==> src/rtl/wide_add_seq.sv <==
// Multi-cycle wide adder: one CHUNK-bit slice per clock, ripple carry between slices.
// Valid/ready on both sides; the result holds in DONE until the consumer takes it.
module wide_add_seq #(
    parameter int WIDTH = 64,
    parameter int CHUNK = 16
) (
    input  logic             clk,
    input  logic             rst_n,
    input  logic             in_valid,
    output logic             in_ready,
    input  logic [WIDTH-1:0] a,
    input  logic [WIDTH-1:0] b,
    input  logic             cin,
    output logic             out_valid,
    input  logic             out_ready,
    output logic [WIDTH-1:0] sum,
    output logic             cout,
    output logic             busy
);
    localparam int N  = WIDTH / CHUNK;
    localparam int IW = $clog2(N + 1);

    typedef enum logic [1:0] {
        IDLE,
        CALC,
        DONE
    } state_t;

    state_t           state;
    state_t           state_nxt;
    logic [WIDTH-1:0] a_q;
    logic [WIDTH-1:0] b_q;
    logic [WIDTH-1:0] sum_q;
    logic [WIDTH-1:0] sum_nxt;
    logic             carry_q;
    logic             cout_q;
    logic [IW-1:0]    idx;
    logic [CHUNK-1:0] a_ch;
    logic [CHUNK-1:0] b_ch;
    logic [CHUNK:0]   ch_sum;
    logic             last;

    // Slice select and write-back by index compare keeps part-selects constant.
    always_comb begin
        a_ch    = '0;
        b_ch    = '0;
        sum_nxt = sum_q;
        for (int k = 0; k < N; k++) begin
            if (idx == IW'(k)) begin
                a_ch = a_q[k*CHUNK +: CHUNK];
                b_ch = b_q[k*CHUNK +: CHUNK];
            end
        end
        ch_sum = {1'b0, a_ch} + {1'b0, b_ch} + {{CHUNK{1'b0}}, carry_q};
        for (int k = 0; k < N; k++) begin
            if (idx == IW'(k)) begin
                sum_nxt[k*CHUNK +: CHUNK] = ch_sum[CHUNK-1:0];
            end
        end
    end

    assign last = (idx == IW'(N - 1));

    always_ff @(posedge clk or negedge rst_n) begin
        if (!rst_n) begin
            state <= IDLE;
        end else begin
            state <= state_nxt;
        end
    end

    always_comb begin
        state_nxt = state;
        unique case (state)
            IDLE: if (in_valid) state_nxt = CALC;
            CALC: if (last) state_nxt = DONE;
            DONE: if (out_ready) state_nxt = IDLE;
            default: state_nxt = IDLE;
        endcase
    end

    always_ff @(posedge clk or negedge rst_n) begin
        if (!rst_n) begin
            a_q     <= '0;
            b_q     <= '0;
            carry_q <= 1'b0;
            idx     <= '0;
            sum_q   <= '0;
            cout_q  <= 1'b0;
        end else begin
            if (state == IDLE && in_valid) begin
                a_q     <= a;
                b_q     <= b;
                carry_q <= cin;
                idx     <= '0;
            end
            if (state == CALC) begin
                sum_q   <= sum_nxt;
                carry_q <= ch_sum[CHUNK];
                idx     <= idx + IW'(1);
                if (last) cout_q <= ch_sum[CHUNK];
            end
        end
    end

    assign in_ready  = (state == IDLE);
    assign out_valid = (state == DONE);
    assign busy      = (state != IDLE);
    assign sum       = sum_q;
    assign cout      = cout_q;

endmodule

==> config.mk <==
export PLATFORM = sky130hd
export DESIGN_NAME = wide_add_seq
export DESIGN_NICKNAME = d
export VERILOG_FILES = /design/src/rtl/wide_add_seq.sv
export SDC_FILE = /design/constraint.sdc
export NUM_CORES = 1
export LEC_CHECK = 0
export CAP_MARGIN = 20
export CORE_ASPECT_RATIO = 0.75
export CORE_UTILIZATION = 30
export CTS_BUF_LIST = sky130_fd_sc_hd__clkbuf_8
export DETAILED_ROUTE_END_ITERATION = 12
export GPL_ROUTABILITY_DRIVEN = 0
export PLACE_DENSITY = 0.55
export SLEW_MARGIN = 0
export SYNTH_ARGS = -nofsm -noshare
export SYNTH_HDL_FRONTEND = slang
export SYNTH_SLANG_ARGS = --single-unit
==> constraint.sdc <==
create_clock -name clk -period 4.1 [get_ports clk]
set_clock_uncertainty 0.1 [all_clocks]
set_input_delay 0.82 -clock clk [delete_from_list [all_inputs] [get_ports clk]]
set_output_delay 0.82 -clock clk [all_outputs]
set_load 0.005 [all_outputs]
==> metrics.md <==
| Metric | Value |
|---|---|
| Switching part of the total | 0.4528 |
| # Max-Cap Violations | 0 |
| Mean Syn Cell Area | 8.576 µm² |
| Combinational share of power | 0.552 |
| Post-synthesis register bit count | 199 |
| CTS root buffer | clkbuf_8 |
| CTS tree | done |
| Critical Path Fanout Max | 32 |
| F_max | 260.0 MHz |
| Core Area | 29460 µm² |
| Slew Viols, Final | 0 |
| Die ar. | 31130 µm² |
| R2R cell count | 15 |
| Clock Sinks | 199 |
| Iter 0 DRT Violations | 566 |
| Util after Layout | 0.4112 |
| Clk slew on worst S/H paths | 120 ps |
| Hold Path Class | in2async |
| Relative slew slack | 0.3713 |
| Cell-internal power | 0.005928 W |
| Slowest CP cell | ha_1 |
| Post-synth top flop | dfrtp_1 |
| Tot GR Track Use | 0.1969 |
| Post-synthesis sequential area ratio | 0.5457 |
| Pwr dens | 894.4 nW/µm² |
| H-tree lvl count | 4 |
| Final instance area | 12110 µm² |
| Routed len/inst | 17.74 µm |
| Antenna cell count | 0 |
| TritonCTS Buffers | 17 |
| Critical path required time | 4330 ps |
| GR Overflow Total | 0 |
| Register share of total power | 0.321 |
| Slew @ Worst Pin | 940.8 ps |
| CP endpoint kind | flip-flop |
| Layout cell share with drive strength beyond 1 | 0.06085 |
| CP bufs+invs | 2 |
| Area grow syn2layout | 32.76% |
| Buffers on Ports | 200 |
| Worst skew pair latency | 500 ps |
| Initial antenna violation count | 0 |
| TNS Setup | 0 ps |
| Cells after synthesis | 1064 |
| Die W | 203.4 µm |
| Row count | 54 |
| Worst Path Arrival | 4080 ps |
| Path length in cells of the critical path | 15 |
| Flop2flop setup slack | 250 ps |
| Final wirelength | 29120 µm |
| First-pass DRT Iterations | 5 |
| Outcome | finished, final reports clean |
| EDFF count, synth | 0 |
| Starting Density | 0.3098 |
| Fin crit share | 0.9381 |
| Synth Warn # | 0 |
| Worst flop-to-flop path endpoint | sum[29]$_DFFE_PN0P_ |
| Minimum clock period | 3846 ps |
| HPWL after DPL | 21400 µm |
| Max Buffers Root-to-Sink | 2 |
| Cell variety after synth | 39 |
| Via count | 7895 |
| Drt drc | 0 |
| Mapped cell area | 9125 µm² |
| I/O pin total | 201 |
| Vias per inst | 4.811 |
| Syn Nets | 1219 |
| Worst r2r src | idx[0]$_DFFE_PN0P_ |
| Psw | 0.004906 W |
| Setup CP Type | reg2reg |
| Placement Cell Area | 11600 µm² |
| Clock power share | 0.127 |
| Die H | 153.0 µm |
| Vias in the first global route | 7950 |
| WHS | 169.6 ps |
| Pin count of the biggest net entering global routing | 110 |
| Synth async-reset ratio | 1.000 |
| ANT nets after route | 0 |
| Type of origin of the critical path | flip-flop |
| Ordered cell list for the critical path | inv_1 > ha_1 > nand2_1 > nor2_2 > buf_12 > a221o_1 > o21ai_0 > o21ai_0 > ha_1 > nand3_1 > nor2_1 > a21boi_0 > nor3_1 > a21oi_1 > o22ai_1 |
| Nets | 1392 |
| Final setup viols | 0 |
| Pleak | 5.701 nW |
| Peak VDD IR | 0.0004020 V |
| Critical path's largest stage delay | 520 ps |
| RSZ-0062 raised after global routing | no |
| Hold Vio Cnt, Final | 0 |
| CP top delay family | compound AO/OA/AOI/OAI gates |
| First-pass GRT wire length | 46530 µm |
-- per-stage QoR --
step / instances / setup WS, ps / total power [W]
final: 1641 / 254.0 / 0.01083
after global routing: 1641 / 10.50 / 0.01177
after CTS: 1639 / 90.66 / 0.01078
after detailed placement: 1608 / 138.7 / 0.009343
after global placement: 1608 / 159.5 / 0.009262
after floorplan: 1064 / 548.1 / 0.006742
-- worst max-delay path by stage --
stage | endpoint | slack [ps] | start
floorplan | sum[62]$_DFFE_PN0P_ | 550 | idx[1]$_DFFE_PN0P_
global placement | sum[26]$_DFFE_PN0P_ | 160 | idx[0]$_DFFE_PN0P_
detailed placement | sum[28]$_DFFE_PN0P_ | 140 | idx[0]$_DFFE_PN0P_
CTS | sum[60]$_DFFE_PN0P_ | 90 | idx[0]$_DFFE_PN0P_
global route | carry_q$_DFFE_PN0P_ | 10 | idx[0]$_DFFE_PN0P_
finish | sum[29]$_DFFE_PN0P_ | 250 | idx[0]$_DFFE_PN0P_
-- state kept, by name (all words and copies together), names as in the netlist --
register	cells
a_q	64
b_q	64
sum	64
idx	3
state	2
carry_q	1
cout	1
-- cells in the final DEF, fill, tap and decap left out, types with 13 or more instances in the layout --
cell             count
buf_4               13
nor2_1              28
a21oi_1             19
clkbuf_8            18
o21ai_0            119
nand2_1            477
dfrtp_1            199
clkdlybuf4s50_1    199
ha_1                18
a221o_1             30
-- power groups by stage --
| stage | Sequential (W) | Clock (W) | Combinational [W] |
|---|---|---|---|
| after floorplan | 0.00330 | 0 | 0.00344 |
| final | 0.00348 | 0.00138 | 0.00598 |
| after CTS | 0.00348 | 0.00143 | 0.00587 |
| after global routing | 0.00358 | 0.00150 | 0.00669 |
| after global placement | 0.00352 | 0 | 0.00574 |
| after detailed placement | 0.00350 | 0 | 0.00584 |
-- synth_stat cells, drive strengths merged (5+ instances only) --
cell    count  area (µm²)
nand2b      7       43.79
a31o        7       61.31
clkbuf     62       232.7
nand3       5       25.02
o21ai     125       633.1
a221o      30       300.3
nor2       29       108.9
inv         7       26.28
nand2     478        1794
dfrtp     199        4980
nor2b       7       51.30
xnor2       5       43.79
nor3        7       35.03
and2        8       50.05
a21oi      20       100.1
xor2        5       43.79
ha         20       250.2
a21o        8       60.06
-- worst register-to-register path, cell delays in order, from the launching register on --
cell	delay, ps
dfrtp_1	400
inv_1	80
ha_1	210
nand2_1	100
nor2_2	50
buf_12	160
a221o_1	360
o21ai_0	120
o21ai_0	200
ha_1	520
nand3_1	180
nor2_1	190
a21boi_0	360
nor3_1	160
a21oi_1	350
o22ai_1	160
-- layout make-up --
cell class,instances,area (µm²)
well taps,392,490.5
repair buffers,220,2251
clock buffers,17,234.0
inverters,7,26.28
fillers,3017,17340
clock inverters,14,188.9
multi-input cells,792,3944
flip-flops and latches,199,4980
-- routing by layer --
layer | wire [µm] | part of all wire | global-route usage
met1 | 14320 | 0.49 | 0.2881
met2 | 12730 | 0.44 | 0.2943
met3 | 1736 | 0.060 | 0.04307
met4 | 338 | 0.012 | 0.04690
met5 | 0 | 0 | 0
-- cell families (layout without fill, tap and decap cells) --
group | Yosys count | after routing | share of synthesized area
simple gates | 546 | 546 | 0.2347
xor+xnor | 10 | 10 | 0.009598
fa+ha+maj | 22 | 22 | 0.03181
compound gates | 211 | 211 | 0.1441
flops | 199 | 199 | 0.5457
mux | 3 | 3 | 0.003428
buf+inv | 73 | 258 | 0.03058
-- what timing repair did --
| action | in CTS | in global routing |
|---|---|---|
| gates resized for setup | 0 | 14 |
| buffers inserted | 0 | 1 |
| setup endpoints to repair | 0 | 18 |
| hold buffers | 0 | 0 |
No activity file was read; power rests on OpenSTA's default activity.
